### src/rtl/pc_stack_ctrl_if.sv
// Decoder-to-sequencer opcode handshake for pc_stack_ctrl.
interface pc_stack_ctrl_if #(
  parameter int unsigned DATA_W = 32
);
  logic              op_valid;
  logic              op_ready;
  logic [7:0]        op_code;
  logic [DATA_W-1:0] op_val;
  logic [DATA_W-1:0] op_a;
  logic              cond;

  modport master (output op_valid, op_code, op_val, op_a, cond, input op_ready);
  modport slave  (input op_valid, op_code, op_val, op_a, cond, output op_ready);
endinterface

### src/rtl/pc_stack_ctrl.sv
// Program counter and hardware call/return stack sequencer (fetch/decode/exec/wait).
// Optional macro PCSTK_TRAP_EN: stack faults pulse trap and force pc to 0.
module pc_stack_ctrl #(
  parameter int unsigned DATA_W = 32,
  parameter int unsigned PC_W   = 4,
  parameter int unsigned SPTR_W = 4
) (
  input  logic                clkout,
  input  logic                rst,
  pc_stack_ctrl_if.slave      bus,
  input  logic                alu_busy,
  output logic [PC_W-1:0]     pc,
  output logic                fetch_en,
  output logic [SPTR_W:0]     sp_cnt,
  output logic [DATA_W-1:0]   pop_data,
  output logic                pop_valid,
  output logic                stk_ovf,
  output logic                stk_unf,
  output logic                trap
);
  localparam int unsigned DEPTH = 1 << SPTR_W;
  localparam int unsigned CNT_W = SPTR_W + 1;
  localparam logic [CNT_W-1:0] FULL_CNT = CNT_W'(DEPTH);

  typedef enum logic [1:0] {S_FETCH, S_DECODE, S_EXEC, S_WAIT} state_t;
  state_t state, state_nxt;

  logic [5:0]        code_q;
  logic [DATA_W-1:0] val_q, a_q;
  logic              cond_q;
  logic [DATA_W-1:0] mem [DEPTH];
  logic              accept;

  logic [PC_W-1:0]   pc_inc, pc_nxt, target;
  logic [DATA_W-1:0] push_word, top_word;
  logic [SPTR_W-1:0] push_addr, pop_addr;
  logic [CNT_W-1:0]  mvs_cnt;
  logic want_push, want_pop, is_call, is_ret, jump, do_mvs, taken, full, empty;
  logic push_en, pop_en, ovf_ev, unf_ev, fault, trap_ev;

  assign accept = (state == S_DECODE) && bus.op_valid && bus.op_ready;

  // State register; fetch strobe trails S_FETCH by one edge, ready mirrors S_DECODE
  always_ff @(posedge clkout) begin
    if (rst) begin
      state        <= S_FETCH;
      fetch_en     <= 1'b0;
      bus.op_ready <= 1'b0;
    end else begin
      state        <= state_nxt;
      fetch_en     <= (state == S_FETCH);
      bus.op_ready <= (state_nxt == S_DECODE);
    end
  end

  always_comb begin
    state_nxt = state;
    case (state)
      S_FETCH:  state_nxt = S_DECODE;
      S_DECODE: if (accept) state_nxt = (bus.op_code[7:6] == 2'b11) ? S_EXEC : S_WAIT;
      S_EXEC:   state_nxt = S_FETCH;
      S_WAIT:   if (!alu_busy) state_nxt = S_FETCH;
      default:  state_nxt = S_FETCH;
    endcase
  end

  // Control-op decode: stack effect and next pc for the latched opcode
  always_comb begin
    pc_inc    = pc + PC_W'(1);
    full      = (sp_cnt == FULL_CNT);
    empty     = (sp_cnt == '0);
    push_addr = SPTR_W'(FULL_CNT - CNT_W'(1) - sp_cnt);
    pop_addr  = SPTR_W'(FULL_CNT - sp_cnt);
    top_word  = mem[pop_addr];
    taken     = !code_q[4] || cond_q;
    mvs_cnt   = (val_q > DATA_W'(DEPTH)) ? FULL_CNT : CNT_W'(val_q);
    want_push = 1'b0;
    want_pop  = 1'b0;
    is_call   = 1'b0;
    is_ret    = 1'b0;
    jump      = 1'b0;
    do_mvs    = 1'b0;
    target    = '0;
    push_word = val_q;
    case (code_q)
      6'h01, 6'h21: begin want_push = 1'b1; push_word = code_q[5] ? a_q : val_q; end
      6'h02:        want_pop = 1'b1;
      6'h03:        do_mvs = 1'b1;
      6'h04, 6'h14: begin jump = taken; target = PC_W'(val_q); end
      6'h05, 6'h15: begin jump = taken; target = pc + PC_W'(val_q); end
      6'h06, 6'h16: begin jump = taken; target = PC_W'(a_q); end
      6'h07, 6'h17: begin is_call = taken; target = PC_W'(val_q); end
      6'h08, 6'h18: begin is_call = taken; target = pc + PC_W'(val_q); end
      6'h09, 6'h19: begin is_call = taken; target = PC_W'(a_q); end
      6'h0A, 6'h1A: is_ret = taken;
      default: ;
    endcase
    if (is_call) begin
      want_push = 1'b1;
      push_word = DATA_W'(pc_inc);
    end
    if (is_ret) want_pop = 1'b1;
    ovf_ev  = want_push && full;
    push_en = want_push && !full;
    unf_ev  = want_pop && empty;
    pop_en  = want_pop && !empty;
    fault   = ovf_ev || unf_ev;
    pc_nxt  = pc_inc;
    if (jump || (is_call && push_en)) pc_nxt = target;
    if (is_ret && pop_en) pc_nxt = PC_W'(top_word);
`ifdef PCSTK_TRAP_EN
    trap_ev = fault;
    if (fault) pc_nxt = '0;
`else
    trap_ev = 1'b0;
`endif
  end

  always_ff @(posedge clkout) begin
    if (accept) begin
      code_q <= bus.op_code[5:0];
      val_q  <= bus.op_val;
      a_q    <= bus.op_a;
      cond_q <= bus.cond;
    end
  end

  always_ff @(posedge clkout) begin
    if (state == S_EXEC && push_en) mem[push_addr] <= push_word;
  end

  always_ff @(posedge clkout) begin
    if (rst) begin
      pc        <= '0;
      sp_cnt    <= '0;
      pop_data  <= '0;
      pop_valid <= 1'b0;
      stk_ovf   <= 1'b0;
      stk_unf   <= 1'b0;
      trap      <= 1'b0;
    end else begin
      pop_valid <= 1'b0;
      trap      <= 1'b0;
      if (state == S_EXEC) begin
        pc   <= pc_nxt;
        trap <= trap_ev;
        if (push_en) begin
          sp_cnt <= sp_cnt + CNT_W'(1);
        end else if (pop_en) begin
          sp_cnt    <= sp_cnt - CNT_W'(1);
          pop_data  <= top_word;
          pop_valid <= 1'b1;
        end else if (do_mvs) begin
          sp_cnt <= mvs_cnt;
        end
        if (ovf_ev) stk_ovf <= 1'b1;
        if (unf_ev) stk_unf <= 1'b1;
      end else if (state == S_WAIT && !alu_busy) begin
        pc <= pc_inc;
      end
    end
  end
endmodule

### src/flat_wrapper.sv
// flat-port wrapper written by rule: the top's interface ports become plain ports
module pc_stack_ctrl_flat 
#(
  parameter int unsigned DATA_W = 32,
  parameter int unsigned PC_W   = 4,
  parameter int unsigned SPTR_W = 4
)
  (clkout, rst, alu_busy, pc, fetch_en, sp_cnt, pop_data, pop_valid, stk_ovf, stk_unf, trap, bus_op_valid, bus_op_code, bus_op_val, bus_op_a, bus_cond, bus_op_ready);
  pc_stack_ctrl_if #(.DATA_W(DATA_W)) bus_i ();
  input  logic clkout;
  input  logic rst;
  input  logic alu_busy;
  output logic [PC_W-1:0] pc;
  output logic fetch_en;
  output logic [SPTR_W:0] sp_cnt;
  output logic [DATA_W-1:0] pop_data;
  output logic pop_valid;
  output logic stk_ovf;
  output logic stk_unf;
  output logic trap;
  input wire logic [$bits(bus_i.op_valid)-1:0] bus_op_valid;
  input wire logic [$bits(bus_i.op_code)-1:0] bus_op_code;
  input wire logic [$bits(bus_i.op_val)-1:0] bus_op_val;
  input wire logic [$bits(bus_i.op_a)-1:0] bus_op_a;
  input wire logic [$bits(bus_i.cond)-1:0] bus_cond;
  output wire logic [$bits(bus_i.op_ready)-1:0] bus_op_ready;
  assign bus_i.op_valid = bus_op_valid;
  assign bus_i.op_code = bus_op_code;
  assign bus_i.op_val = bus_op_val;
  assign bus_i.op_a = bus_op_a;
  assign bus_i.cond = bus_cond;
  assign bus_op_ready = bus_i.op_ready;
  pc_stack_ctrl #(.DATA_W(DATA_W), .PC_W(PC_W), .SPTR_W(SPTR_W)) u_core (.clkout(clkout), .rst(rst), .bus(bus_i), .alu_busy(alu_busy), .pc(pc), .fetch_en(fetch_en), .sp_cnt(sp_cnt), .pop_data(pop_data), .pop_valid(pop_valid), .stk_ovf(stk_ovf), .stk_unf(stk_unf), .trap(trap));
endmodule
### config.mk
export PLATFORM = sky130hd
export DESIGN_NAME = pc_stack_ctrl_flat
export DESIGN_NICKNAME = d
export VERILOG_FILES = /design/src/rtl/pc_stack_ctrl_if.sv /design/src/rtl/pc_stack_ctrl.sv /design/src/flat_wrapper.sv
export SDC_FILE = /design/constraint.sdc
export NUM_CORES = 1
export LEC_CHECK = 0
export ABC_AREA = 1
export ABC_CLOCK_PERIOD_IN_PS = 11180
export CORE_MARGIN = 2
export CORE_UTILIZATION = 50
export CTS_BUF_LIST = sky130_fd_sc_hd__clkbuf_8
export DETAILED_ROUTE_END_ITERATION = 10
export PLACE_DENSITY = 0.69
export SLEW_MARGIN = 20
export SYNTH_ARGS = -nofsm -noshare
export SYNTH_HDL_FRONTEND = slang
export SYNTH_SLANG_ARGS = --single-unit
### constraint.sdc
create_clock -name clkout -period 11.18 [get_ports clkout]
set_clock_uncertainty 0.2 [all_clocks]
set_input_delay 1.118 -clock clkout [delete_from_list [all_inputs] [get_ports clkout]]
set_output_delay 1.118 -clock clkout [all_outputs]
set_load 0.01 [all_outputs]
==> impl_metrics.toml <==
[status]
status = "finished clean"

[timing]
min_period_over_period_pct = 39.0
hold_violations = 0
slew_violations = 0
rsz0062_at_grt = "no"
final.setup.tns_ps = 0
layout_setup_ws_ps = 6820
fin_crit_ps = 4360
slew_headroom_pct = 25.3
tightest_slew_ps = 1120
finalSetupViolCount = 0
max_freq_mhz = 230

[worst_hold_path]
min_from = "u_core.pop_data[15]"
hold_class = "reg -> reg"
holdPathEnd = "u_core.pop_data[15]"
holdPathStages = 2

[routing]
vias = 17100
dr.pass1.iters = 5
drt-total-wl_microns = 62300
drt_drc_violations_left = 0
wl_met2_microns = 29200
routedWlPerCell_microns = 20.3
routed.top_layer = "met4"
wirelength_met1_microns = 26000
drt-initial-drc-count = 1793
ant_nets = 0
viasPerCell = 5.56
wl_met3_microns = 5570

[die]
die_w_microns = 231
fp.dieH_microns = 231
die-area_sq_um = 53300
ioPinCount = 124
core_area_sq_um = 51100
rows = 83
start_util_pct = 50.4

[logic_synthesis]
synth_area_per_cell_sq_um = 11.8
syn_area_sq_um = 25700
synth_fp_nets = 2266
ys_types = 33
yosysWarningCount = 0
synthCells = 2180
ys_seq_area_share_pct = 71.8
ys_ff_latch = 631

[placement]
io_buffers = 122
gp_congestion = 0.881
place_ws_ps = 6900
dp_hpwl_microns = 33400

[cts]
clkTransAtPathRegs_ps = 70
clockBufferDepth = 3
ctsResizeCount = 0
cts_sinks = 631
cts_tree = "yes"
clock_latency_ps = 690
cts_max_level = 3
postCtsHoldBufs = 0
ctsRootBufferMaster = "clkbuf_8"
postCtsSetupRepairBufs = 0
cts_buffers = 98

[critical_path]
reg2reg_slack_ps = 6820
regToRegEndpoint = "u_core.pop_data[19]"
crit_family = "buffers and inverters"
critPathCaptureType = "register"
critPathMaxStageDelay_ps = 920
path_cells = "inv_6 > ha_4 > buf_4 > o21ai_0 > o211ai_1 > nand3_1 > nand2_1 > o21ai_1 > a21oi_1"
arrival_ps = 4760
worstReg2RegStart = "u_core.sp_cnt[0]"
cp.buffers_inverters = 2
reg2reg_depth = 9
slowest_stage = "buf_4"
critPathKind = "reg -> reg"
worstSetupStartpointType = "register"
critical_path.max_fanout = 111
crit_required_ps = 11590
crit_path_start = "u_core.sp_cnt[0]"

[grt]
antenna_found_initial = 1
grt-ovfl-total = 0
gr-usage-all-layers_pct = 23.4
grt_max_degree = 112
grt_pass1_wl_microns = 94800
grt_pass1_vias = 16700

[job]
cap_violations = 0

[pwr]
p_leak_nw = 10.3
vdd_drop_max_uv = 96.2
p_per_area_nw_per_um2 = 154

[finish]
syn2layout_area_growth_pct = 14.6
drive_above_1_share_pct = 8.25
nets = 2396
fin_util_pct = 57.7
## synth_stat cells
| cell | number | share of area, % |
|---|---|---|
| clkinv_1 | 2 | 0.029 |
| buf_2 | 45 | 0.88 |
| inv_2 | 5 | 0.073 |
| nor2_2 | 2 | 0.049 |
| buf_1 | 9 | 0.13 |
| xor2_1 | 6 | 0.20 |
| nand3_2 | 2 | 0.078 |
| xnor2_1 | 2 | 0.068 |
| conb_1 | 1 | 0.015 |
| clkbuf_1 | 54 | 0.79 |
| buf_8 | 1 | 0.058 |
| o21ai_0 | 207 | 4.0 |
| o21ai_1 | 89 | 1.7 |
| buf_6 | 10 | 0.44 |
| nor3_1 | 5 | 0.097 |
| nor4_1 | 1 | 0.024 |
| o211ai_2 | 2 | 0.097 |
| nand2_1 | 209 | 3.0 |
| nand2_2 | 4 | 0.097 |
| a31oi_1 | 2 | 0.049 |
| o211ai_1 | 129 | 3.8 |
| ha_1 | 8 | 0.39 |
| a21oi_1 | 47 | 0.91 |
| fa_1 | 1 | 0.078 |
| edfxtp_1 | 583 | 68 |
| dfxtp_1 | 48 | 3.7 |
| a211oi_1 | 1 | 0.029 |
| nor2_1 | 438 | 6.4 |
| nand4_1 | 6 | 0.15 |
| xnor2_2 | 1 | 0.063 |
| buf_4 | 7 | 0.20 |
| nand3_1 | 117 | 2.3 |
| inv_1 | 136 | 2.0 |
## cell type report
type,count,area [sq um]
inverters,143,542
diodes,1,2.50
multi-input cells,1280,6250
clock buffers,110,1510
repair buffers,156,1480
well taps,680,851
clock inverters,69,368
flip-flops and latches,631,18500
fillers,4159,21600
## worst register-to-register path, delay by kind of cell, from the launching register on
kind | cells | cell delay, ps
flip-flops | 1 | 910
AO/OA/AOI/OAI | 4 | 840
buffers and inverters | 2 | 1370
AND/OR/NAND/NOR | 2 | 210
adder cells (fa/ha/maj) | 1 | 770
## logic make-up after synthesis
group,share of synthesized area [%]
flip-flops,71.8
buffers and inverters,4.58
AO/OA/AOI/OAI,10.6
XOR/XNOR,0.336
adder cells (fa/ha/maj),0.467
AND/OR/NAND/NOR,12.2
other,0.0146
## per-layer routing
metal / global-route usage (%) / vias to the layer above
li1: - / 7979
met3: 5.30 / 108
met5: 0 / -
met2: 36.7 / 769
met4: 8.77 / 0
met1: 31.9 / 8204
## how the worst max path moves through the flow
stage | slack [ps] | depth (start not counted) | endpoint
2_1_floorplan | 6730 | 10 | u_core.mem[15][0]
3_3_place_gp | 6960 | 10 | u_core.mem[12][24]
3_5_place_dp | 6900 | 9 | u_core.pop_data[18]
4_1_cts | 6900 | 10 | u_core.mem[12][25]
5_1_grt | 6510 | 9 | u_core.pop_data[13]
6_report | 6820 | 9 | u_core.pop_data[19]
## flip-flops by register name, summed over array words and instances (netlist names)
register and cells:
u_core.bus.op_ready 1, u_core.sp_cnt 5, u_core.val_q 32, u_core.pop_valid 1, u_core.pop_data 32, u_core.state 2
u_core.mem 512, u_core.a_q 32, u_core.code_q 6, u_core.fetch_en 1, u_core.cond_q 1, u_core.pc 4
u_core.stk_ovf 1, u_core.stk_unf 1
## metrics by stage
step,total power [mW],hold WS (ps),instances,area [sq um]
detailed placement,2.74,238,2890,27600
CTS,4.56,247,3069,29500
floorplan,2.68,268,2180,25700
finish,4.53,243,3070,29500
global route,4.67,260,3070,29500
global placement,2.73,237,2890,27600
## power by group
| part | internal [mW] | total [mW] | switching, mW |
|---|---|---|---|
| clock | 0.969 | 1.84 | 0.872 |
| sequential | 2.58 | 2.58 | 0.00518 |
| combinational | 0.0401 | 0.104 | 0.0637 |
| total | 3.59 | 4.53 | 0.941 |
## placed cells by master (no fill, tap or decap), types with 2 or more instances in the layout
cell type        Yosys  routed
a21oi_1             47      47
a31oi_1              2       2
buf_4                7      34
bufinv_16            0       3
clkbuf_8             0     110
clkdlybuf4s50_1      0     122
clkinv_1             2      20
clkinv_2             0       6
clkinvlp_4           0       2
dfxtp_1             48      47
edfxtp_1           583     583
ha_1                 8       7
inv_1              136     171
inv_2                5       6
inv_6                0       4
nand2_1            209     209
nand2_2              4       4
nand3_1            117     117
nand3_2              2       2
nand4_1              6       6
nor2_1             438     423
nor2_2               2       2
nor2_4               0      15
nor3_1               5       4
o211ai_1           129     129
o211ai_2             2       2
o21ai_0            207     205
o21ai_1             89      89
o21ai_2              0       2
xnor2_1              2       2
xor2_1               6       5
Power figures use the tool's default switching activity.
